[src/rtl/reverb_fifo_pkg.sv]
// reverb_fifo_pkg: register map shared by the ST-to-MM sample FIFO
package reverb_fifo_pkg;
  localparam logic [1:0] ADDR_DATA = 2'd0;
  localparam logic [1:0] ADDR_STATUS = 2'd1;
  localparam logic [1:0] ADDR_CONTROL = 2'd2;
  localparam int ST_UNDERFLOW = 31;
  localparam int ST_FULL = 30;
  localparam int ST_EMPTY = 29;
  localparam int CTL_CLR_UNDERFLOW = 0;
  localparam int CTL_FLUSH = 1;
endpackage

[src/rtl/reverb_st_to_mm_fifo_ram.sv]
// reverb_st_to_mm_fifo_ram: register-array storage, one write port, asynchronous read port
module reverb_st_to_mm_fifo_ram #(
  parameter int DATA_WIDTH = 32,
  parameter int ADDR_WIDTH = 5
) (
  input  logic                  clock,
  input  logic                  we,
  input  logic [ADDR_WIDTH-1:0] waddr,
  input  logic [DATA_WIDTH-1:0] wdata,
  input  logic [ADDR_WIDTH-1:0] raddr,
  output logic [DATA_WIDTH-1:0] rdata
);
  logic [DATA_WIDTH-1:0] mem [2**ADDR_WIDTH];
  assign rdata = mem[raddr];
  // store one sample per accepted beat; contents are not cleared by reset
  always_ff @(posedge clock)
    if (we) mem[waddr] <= wdata;
endmodule

[src/rtl/reverb_st_to_mm_fifo.sv]
// reverb_st_to_mm_fifo: Avalon-ST sink to Avalon-MM read-slave sample FIFO with status, irq and flush
module reverb_st_to_mm_fifo
  import reverb_fifo_pkg::*;
#(
  parameter int DATA_WIDTH = 32,
  parameter int ADDR_WIDTH = 5,
  parameter int ALMOST_FULL = 24,
  parameter int BLOCKING_READ = 1
) (
  input  logic                  wrclock,
  input  logic                  reset,
  input  logic [DATA_WIDTH-1:0] avalonst_sink_data,
  input  logic                  avalonst_sink_valid,
  output logic                  avalonst_sink_ready,
  input  logic [1:0]            avalonmm_read_slave_address,
  input  logic                  avalonmm_read_slave_read,
  input  logic                  avalonmm_read_slave_write,
  input  logic [31:0]           avalonmm_read_slave_writedata,
  output logic [31:0]           avalonmm_read_slave_readdata,
  output logic                  avalonmm_read_slave_waitrequest,
  output logic                  irq
);
  localparam int CW = ADDR_WIDTH + 1;
  localparam logic [ADDR_WIDTH:0] AF = CW'(ALMOST_FULL);
  logic [ADDR_WIDTH-1:0] wr_ptr, rd_ptr;
  logic [ADDR_WIDTH:0] count, count_next;
  logic [DATA_WIDTH-1:0] head;
  logic [31:0] status;
  logic underflow, full, empty, rd, wr, push, pop, flush, clr, under_set, data_rd, unused_wd;
  assign full = count[ADDR_WIDTH];
  assign empty = count == '0;
  assign rd = avalonmm_read_slave_read;
  assign wr = avalonmm_read_slave_write && !rd;
  assign data_rd = rd && avalonmm_read_slave_address == ADDR_DATA;
  assign avalonst_sink_ready = !full && !reset;
  assign push = avalonst_sink_valid && avalonst_sink_ready;
  assign pop = data_rd && !empty;
  assign under_set = data_rd && empty && BLOCKING_READ == 0;
  assign flush = wr && avalonmm_read_slave_address == ADDR_CONTROL && avalonmm_read_slave_writedata[CTL_FLUSH];
  assign clr = wr && avalonmm_read_slave_address == ADDR_CONTROL && avalonmm_read_slave_writedata[CTL_CLR_UNDERFLOW];
  assign unused_wd = ^avalonmm_read_slave_writedata[31:2];
  assign avalonmm_read_slave_waitrequest = !reset && data_rd && empty && BLOCKING_READ != 0;
  // a flush discards everything except a word pushed in the same cycle
  assign count_next = flush ? CW'(push) : count + CW'(push) - CW'(pop);
  // status word: sticky underflow, full, empty flags over the live level
  always_comb begin
    status = 32'(count);
    status[ST_UNDERFLOW] = underflow;
    status[ST_FULL] = full;
    status[ST_EMPTY] = empty;
  end
  assign avalonmm_read_slave_readdata = (reset || !rd) ? '0 :
    avalonmm_read_slave_address == ADDR_DATA ? (empty ? '0 : 32'(head)) :
    avalonmm_read_slave_address == ADDR_STATUS ? status : '0;
  reverb_st_to_mm_fifo_ram #(.DATA_WIDTH(DATA_WIDTH), .ADDR_WIDTH(ADDR_WIDTH)) u_ram (
    .clock(wrclock),
    .we(push),
    .waddr(flush ? '0 : wr_ptr),
    .wdata(avalonst_sink_data),
    .raddr(rd_ptr),
    .rdata(head)
  );
  // pointers, level, sticky underflow (set beats clear) and registered almost-full irq
  always_ff @(posedge wrclock)
    if (reset) begin
      wr_ptr <= '0;
      rd_ptr <= '0;
      count <= '0;
      underflow <= 1'b0;
      irq <= 1'b0;
    end else begin
      wr_ptr <= flush ? ADDR_WIDTH'(push) : wr_ptr + ADDR_WIDTH'(push);
      rd_ptr <= flush ? '0 : rd_ptr + ADDR_WIDTH'(pop);
      count <= count_next;
      underflow <= under_set || (underflow && !clr);
      irq <= count_next >= AF;
    end
endmodule
[config.mk]
export PLATFORM = sky130hd
export DESIGN_NAME = reverb_st_to_mm_fifo
export DESIGN_NICKNAME = d
export VERILOG_FILES = /design/src/rtl/reverb_fifo_pkg.sv /design/src/rtl/reverb_st_to_mm_fifo_ram.sv /design/src/rtl/reverb_st_to_mm_fifo.sv
export SDC_FILE = /design/constraint.sdc
export NUM_CORES = 1
export LEC_CHECK = 0
export CORE_UTILIZATION = 55
export CTS_BUF_LIST = sky130_fd_sc_hd__clkbuf_16
export DETAILED_ROUTE_END_ITERATION = 12
export PLACE_DENSITY = 0.72
export SKIP_CTS_REPAIR_TIMING = 1
export SLEW_MARGIN = 15
export SYNTH_ARGS = -nofsm -noshare
export SYNTH_HDL_FRONTEND = slang
export SYNTH_SLANG_ARGS = --single-unit
[constraint.sdc]
create_clock -name wrclock -period 3.93 [get_ports wrclock]
set_input_delay 0.5895 -clock wrclock [delete_from_list [all_inputs] [get_ports wrclock]]
set_output_delay 0.5895 -clock wrclock [all_outputs]
set_load 0.01 [all_outputs]
; Word-level counts from Yosys, hierarchy flattened
; Memory sizes are Yosys's and may differ from the RTL's. A register that Yosys moved wholly into a read port is not among the register bits.
; Cells that the tools add are included.
[word_totals]
ff_bits = 18
ram_bits = 1024
output_inout_bits = 35
n_memories = 1
[classes]
add_sub_neg = 4
magnitude_cmp = 1
eq_ne = 2
mux = 10
reduce_logical = 20
[mem_list]
columns = memory, depth, word_bits, read_ports, rd_ports_with_merged_regs, write_ports, line_no
row1 = u_ram.mem, 32, 32, 1, 1, 1, reverb_st_to_mm_fifo_ram.sv:13  ; logic [DATA_WIDTH-1:0] mem [2**ADDR_WIDTH];
[ops]
columns = cell, count
row1 = 2-to-1 mux 32 bit, 4
row2 = logical AND 1 bit, 11
row3 = adder 5 x 1 -> 5 bit, 2
row4 = 2-to-1 mux 5 bit, 2
row5 = adder 6 x 1 -> 6 bit, 1
row6 = greater-or-equal comparator 6 x 5 -> 1 bit (second input constant), 1
row7 = zero test 6 bit, 1
row8 = 2-to-1 mux 6 bit, 1
row9 = subtractor 6 x 1 -> 6 bit, 1
row10 = zero test 1 bit, 5
row11 = 2-to-1 mux 1 bit, 3
row12 = == test 2 x 1 -> 1 bit (second input constant), 1
row13 = == test 2 bit (second input constant), 1
row14 = zero test 2 bit, 1
row15 = OR reduction 2 bit, 1
row16 = logical OR 1 bit, 1

; Longest topological paths before layout
[logic_depth]
ltp_word = 7
ltp_mapped = 13

; Cells and area by module
; Synthesis repeated with hierarchy kept, for this count alone.
[unflattened]
cells_unflattened = 2390
area_unflattened_um2 = 41145.7
[modules_own_cells]
columns = mod, instances, cells_per_inst, area_each_um2
row1 = reverb_st_to_mm_fifo_ram, 1, 2228, 39844.5
row2 = reverb_st_to_mm_fifo, 1, 162, 1301.2

; Worst setup path after synthesis
; OpenSTA, ideal clock, no wires.
[synth_path]
path_kind = input -> register
start = in avalonmm_read_slave_address[0]
end = mem u_ram.mem[28][0] (enable)
t_arrival_ns = 3.092
slack_ns = 0.417
stages = 6
path_buffers = 2
path_cell_list = clkbuf_1 > nor4bb_1 > and2_1 > clkbuf_1 > o21ai_1 > nor2_1
[synth_via]
elab_chain_cells = 4
[synth_rtl]
columns = item, line_no
row1 = start: declaration, reverb_st_to_mm_fifo.sv:15  ; input logic [1:0] avalonmm_read_slave_address,
row2 = == test 2 bit, reverb_st_to_mm_fifo.sv:39  ; assign flush = wr && avalonmm_read_slave_address == ADDR_CONTROL && avalonmm_read_slave_writedata[CTL_FLUSH];
row3 = logical AND 1 bit (2 in series), reverb_st_to_mm_fifo.sv:39
row4 = 2-to-1 mux 5 bit, reverb_st_to_mm_fifo.sv:58  ; .waddr(flush ? '0 : wr_ptr),
row5 = end: declaration, reverb_st_to_mm_fifo_ram.sv:13
; Every way passes these cells.

==> impl_metrics.json <==
{
  "pre_cts_slack_ns": 0.1250,
  "yosys.area_share.simple": 0.01560,
  "grt_pass1_wl_um": 134400,
  "worstHoldPathCells": 1,
  "max-cap-violations": 0,
  "fp-row-count": 98,
  "path_clk_slew_ns": 0.06,
  "rsz0062_at_grt": "true",
  "cts_made_buffers": 101,
  "ir_drop_uv": 412.6,
  "ys_seq_area_frac": 0.7744,
  "grt_pass1_vias": 19668,
  "core_mm2": 0.07185,
  "leakagePower_nw": 14.81,
  "min_period_ns": 3.872,
  "fin_skew_ns": 0.01916,
  "netlist_instances": 1769,
  "worstReg2RegStart": "count[5]$_SDFF_PP0_",
  "yosysUniqueCellTypes": 49,
  "yosysTopAreaCellShare": 0.7654,
  "wl_per_cell_um": 31.56,
  "path_max_fanout": 14,
  "tightestPinTransition_ns": 1.243,
  "cp.buffers_inverters": 5,
  "ys_ff_latch": 1042,
  "critPathSlowestCell": "mux4_2",
  "cts_htree_levels": 3,
  "rrSetupSlack_ns": 1.00,
  "cts_buffer_depth": 3,
  "synth_fa_ha_area_frac": 0.003613,
  "drive_above_1_share": 0.2977,
  "synth_compound_area_frac": 0.01626,
  "path_class": "flip-flop to output pin",
  "io_buffers": 75,
  "syn-cell-area_mm2": 0.04017,
  "cp.required_ns": 3.34,
  "post-place-cells": 2807,
  "end_kind": "output pin",
  "ys_top_cells_by_count": "edfxtp_1 (1,024), mux4_2 (280), nor2_1 (55)",
  "synth_edf_count": 1024,
  "fin_util": 0.6522,
  "status": "completed",
  "clock_latency_ns": 0.66,
  "grt_start_max_net_pins": 70,
  "yosysMostFrequentCell": "edfxtp_1",
  "synth_ff_type": "edfxtp_1",
  "final-hold-violation-count": 0,
  "fin_cells": 3020,
  "track_usage": 0.2574,
  "crit_chain": "buf_12 -> buf_16 -> buf_12 -> mux4_2 -> mux4_2 -> inv_1 -> o22ai_1 -> clkdlybuf4s50_1",
  "syn_to_final_growth_pct": 16.65,
  "synthTopCellsByArea": "edfxtp_1 (77%), mux4_2 (16%), mux2i_1 (1.1%)",
  "r2r-end": "u_ram.mem[11][25]$_DFFE_PP_",
  "grt_overflow": 0,
  "muxShareOfSynthArea": 0.1716,
  "regArea_mm2": 0.03112,
  "yosys_warnings": 0,
  "cp_top_family": "buffers and inverters",
  "max_freq_ghz": 0.2582,
  "multiInputGateArea_mm2": 0.008736,
  "routed_via_density": 6.484,
  "drtIter0Drc": 2493,
  "holdPathEnd": "u_ram.mem[17][3]$_DFFE_PP_",
  "worstHoldPathType": "primary input to flip-flop",
  "layout_setup_ws_ns": 0.05762,
  "ant_nets": 0,
  "clock_sinks": 1042,
  "maxSlewViolCount": 0,
  "nFillCells": 4545,
  "route.vias.total": 19583,
  "antenna_found_initial": 2,
  "p_per_area_mw_per_mm2": 501.5,
  "cts_root_buf": "clkbuf_16",
  "finalCritPeriodShare": 0.9853,
  "reg2reg_depth": 7,
  "wl_um": 95300,
  "synth_xor_area_frac": 0.002616,
  "die-area_mm2": 0.07413,
  "io_pins": 106,
  "finalSetupViolations": 0,
  "slowest_delay_ns": 0.51,
  "die_h_um": 272.3,
  "synth_top_family_by_area": "multiplexers",
  "synth_nets": 1851,
  "slew_headroom": 0.1691,
  "cp-start-kind": "flip-flop",
  "die_w_um": 272.3,
  "gp_congestion": 0.8079,
  "nNetsFinal": 2069,
  "drc": 0,
  "syn_area_per_cell_um2": 22.71,
  "yosys.area.top_type": "edfxtp_1",
  "synth-async-reset-ratio": 0,
  "worst_ep_arrival_time_ns": 3.28,
  "post-dp-hpwl_um": 51310,
  "initial_core_util": 0.5591,
  "cts_tree": "yes",
  "setup_tns_ns": 0,
  "firstDrtPassIters": 6,
  "min_from": "avalonst_sink_data[3]"
}
where the power goes:
part           internal, mW  switching [mW]  total, mW
Clock                  5.34            4.07       9.41
Combinational         0.891           0.870       1.76
Sequential             12.3          0.0428       12.3
Total                  18.5            4.98       23.5
cell families (layout without fill, tap and decap cells):
family | after synthesis | count (layout)
flops | 1042 | 1042
buf+inv | 141 | 441
compound gates | 96 | 96
simple gates | 130 | 130
xor+xnor | 12 | 12
other cells | 0 | 1
mux | 337 | 337
fa+ha+maj | 11 | 11
how the worst max path moves through the flow:
| stage | startpoint | endpoint | slack [ns] | cells past startpoint |
|---|---|---|---|---|
| after floorplan | avalonmm_read_slave_address[0] | u_ram.mem[28][0]$_DFFE_PP_ | 0.42 | 6 |
| after global routing | rd_ptr[0]$_SDFF_PP0_ | avalonmm_read_slave_readdata[11] | -0.02 | 8 |
| after detailed placement | avalonmm_read_slave_address[1] | u_ram.mem[9][20]$_DFFE_PP_ | 0.12 | 8 |
| after global placement | avalonmm_read_slave_address[1] | u_ram.mem[14][20]$_DFFE_PP_ | 0.14 | 8 |
| after CTS | rd_ptr[0]$_SDFF_PP0_ | avalonmm_read_slave_readdata[28] | -0.35 | 7 |
| final | rd_ptr[0]$_SDFF_PP0_ | avalonmm_read_slave_readdata[11] | 0.06 | 8 |
layout make-up:
class	instances	area share
well taps	950	0.02536
diodes	1	0.00005340
repair buffers	203	0.05107
flip-flops and latches	1042	0.6642
clock inverters	82	0.01370
clock buffers	103	0.05500
inverters	53	0.004245
multi-input cells	586	0.1864
stage by stage:
stage          hold WS (ns)  power (mW)  cell area [um2]
3_3_place_gp         0.5026       14.17            43000
3_5_place_dp         0.5029       14.21            43070
4_1_cts              0.4815       23.51            46290
2_1_floorplan        0.4171       13.61            40170
6_report             0.4825       23.50            46860
5_1_grt              0.5032       24.15            46860
flip-flops by register name, indices dropped and copies added (netlist names):
name	cells
underflow	1
wr_ptr	5
u_ram.mem	1024
irq	1
count	6
rd_ptr	5
cell usage in the layout (no fill, tap or decap), types with 11 or more instances in the layout:
master and instances:
edfxtp_1 1024, mux4_2 280, clkbuf_16 107, buf_4 79, inv_1 76, clkdlybuf4s50_1 55, mux2i_1 44, o22ai_1 32
nor2_4 32, nor2_1 23, buf_12 22, clkinv_2 20, nand2_1 19, dlymetal6s2s_1 19, clkinv_1 17, nor2b_1 14
dfxtp_1 14, nand3_1 13, mux2_2 13, a211oi_1 13, buf_16 13, o21ai_0 11
metal layers:
metal	track usage	routed length (um)	vias to the layer above
li1	-	-	7929
met1	0.3671	36920	10307
met2	0.4019	46090	1202
met3	0.05695	10070	145
met4	0.08190	2220	0
met5	0	0	-
Note: power is estimated with default switching activity, not from simulation.
==> patch: new RTL, same settings <==
`ADDR_WIDTH` is set to 5 in 2 places; all go to 4.
--- a/src/rtl/reverb_st_to_mm_fifo_ram.sv
+++ b/src/rtl/reverb_st_to_mm_fifo_ram.sv
@@ -3,3 +3,3 @@
   parameter int DATA_WIDTH = 32,
-  parameter int ADDR_WIDTH = 5
+  parameter int ADDR_WIDTH = 4
 ) (
--- a/src/rtl/reverb_st_to_mm_fifo.sv
+++ b/src/rtl/reverb_st_to_mm_fifo.sv
@@ -5,3 +5,3 @@
   parameter int DATA_WIDTH = 32,
-  parameter int ADDR_WIDTH = 5,
+  parameter int ADDR_WIDTH = 4,
   parameter int ALMOST_FULL = 24,
Behaviour: no difference found for any inputs over 4 cycles, from zero or initial values and one cycle with reset high; that may be too few to reach the edited logic, so the function may still have changed.
==> patch against the original RTL <==
Core utilization down 0.18 points. Total power down 50%. Routed wire length down 55%. Synthesized area down 49%. Sequential cell count down 515. Sequential power down 49%. Final area down 49%. First-iteration DRC count down 64%. Setup slack better by 0.10 ns. Critical path type unchanged. Highest routed layer unchanged.
==> patch: results (changes against the original RTL) <==
CP Capture Type: primary output (unchanged)
First-pass GRT wire length: 63860 um (was 134400 um)
Clock transition at path regs: 0.06 ns (about the same)
Bufs on Longest Clock Path: 3 (unchanged)
Total CTS buffers: 52 (was 101)
R2R depth: 12 (was 7)
Post-synthesis sequential area ratio: 76.09% (was 77.44%)
Peak supply drop: 364.1 uV (was 412.6 uV)
Synth unique cells: 43 (was 49)
Share of cells above drive strength 1: 25.72% (was 29.77%)
Warnings, synthesis: 0 (unchanged)
Post-synth top cells: edfxtp_1, mux4_2, a211oi_1 (was edfxtp_1, mux4_2, nor2_1)
End of the critical path: avalonmm_read_slave_readdata[11] (unchanged)
Max FO, Critical Path: 14 (unchanged)
Reg2reg start: count[2]$_SDFF_PP0_ (was count[5]$_SDFF_PP0_)
Via-per-instance ratio: 6.221 (was 6.484)
CTS root buf: clkbuf_16 (unchanged)
DRT Pass-1 Iters: 4 (was 6)
Wire per inst: 27.17 um (was 31.56 um)
Drt initial violations: 890 (was 2493)
PortBufs: 75 (unchanged)
Crit Reg-Reg Endpoint: irq$_SDFF_PP0_ (was u_ram.mem[11][25]$_DFFE_PP_)
Synthesized Nets: 1018 (was 1851)
Final HPWL DP: 24010 um (was 51310 um)
Synth async-reset ratio: 0% (unchanged)
Biggest regs: u_ram.mem x512, count x5 (was u_ram.mem x1024, count x6)
Leak: 7.303 nW (was 14.81 nW)
Largest net degree at the start of global routing: 40 (was 70)
Register Area: 0.01569 mm^2 (was 0.03112 mm^2)
Area post-placement: 0.02228 mm^2 (was 0.04307 mm^2)
Synth area leaders: edfxtp_1, mux4_2, mux2i_1 (unchanged)
Critical path arrival: 3.18 ns (was 3.28 ns)
# nets final: 1152 (was 2069)
Layout Skew: 0.01642 ns (was 0.01916 ns)
H-tree lvl count: 2 (was 3)
Slew Limit Headroom: 54.74% (was 16.91%)
CP Launch Type: register (unchanged)
Register-to-register setup slack: 0.96 ns (was 1.00 ns)
Top FF cell, synth: edfxtp_1 (unchanged)
Overall Global Routing Usage: 23.22% (was 25.74%)
Initial antenna violation count: 0 (was 2)
Status: completed (unchanged)
Vias in the first global route: 10172 (was 19668)
RD Place Congestion: 0.7566 (was 0.8079)
Min-delay worst type: register to register (was primary input to register)
Fillers: 2347 (was 4545)
Worst skew pair latency: 0.57 ns (was 0.66 ns)
Antenna cell count: 0 (was 1)
Hold depth: 2 (was 1)
Post-synth EDFFs: 512 (was 1024)
[patch: cell types whose count changed after synthesis, moves of 13 or more]
| cell | delta |
|---|---|
| a211oi_1 | +31 |
| and2_1 | +22 |
| buf_2 | -16 |
| clkbuf_1 | -22 |
| edfxtp_1 | -512 |
| inv_1 | -44 |
| mux4_2 | -153 |
| nand2_1 | -13 |
| nor2_1 | -34 |
| o22ai_1 | -35 |
[patch: routing by layer]
metal  vias to the layer above  global-route usage (%)  part of all wire [%]
met4                         0                   6.970                   2.3
met5                         -                       0                     0
met3                        57                   4.041                   5.9
li1                       4207                       -                     -
met1                      5193                   33.00                    43
met2                       347                   37.37                    49
[patch: kinds of logic after synthesis]
logic type	after synthesis	share of synthesized area (%)
flops	527	76.09
mux	173	16.13
simple gates	87	2.393
compound gates	71	2.618
buf+inv	63	1.852
fa+ha+maj	9	0.5831
xor+xnor	8	0.3401
[patch: worst max-delay path, stage by stage (launching register included)]
cell and delay [ns]:
dfxtp_1 0.40, inv_1 0.09, ha_1 0.20, nor4b_2 0.19
or4_4 0.60, buf_4 0.28, a211oi_2 0.25, clkdlybuf4s50_1 0.60
[patch: area by class of cell]
type | instances | area share (%)
inverter | 9 | 0.1415
tap | 468 | 2.453
multi-input combinational | 348 | 19.62
sequential | 527 | 65.73
clock inverter | 36 | 0.8387
clock buffer | 54 | 5.661
timing repair buffer | 134 | 5.556
[patch: how the worst min path moves through the flow]
stage | from | end | slack [ns]
2_1_floorplan | underflow$_SDFF_PP0_ | underflow$_SDFF_PP0_ | 0.43
3_3_place_gp | underflow$_SDFF_PP0_ | underflow$_SDFF_PP0_ | 0.44
3_5_place_dp | underflow$_SDFF_PP0_ | underflow$_SDFF_PP0_ | 0.45
4_1_cts | underflow$_SDFF_PP0_ | underflow$_SDFF_PP0_ | 0.45
5_1_grt | underflow$_SDFF_PP0_ | underflow$_SDFF_PP0_ | 0.49
6_report | underflow$_SDFF_PP0_ | underflow$_SDFF_PP0_ | 0.45
[patch: through the flow]
step	setup WS, ns	hold WS (ns)	setup TNS (ns)	std cells
detailed placement	0.1785	0.4466	0	1485
finish	0.1585	0.4497	0	1576
floorplan	-1.010	0.4261	-97.00	938
CTS	-0.1140	0.4549	-0.2255	1575
global route	0.02138	0.4929	0	1576
global placement	0.1983	0.4420	0	1485
[patch: power by group]
group	leakage [nW]	total, mW	switching, mW	internal (mW)
clock	0.807	4.50	1.97	2.53
combinational	1.76	0.880	0.444	0.436
sequential	4.73	6.29	0.0529	6.24
total	7.30	11.7	2.46	9.21
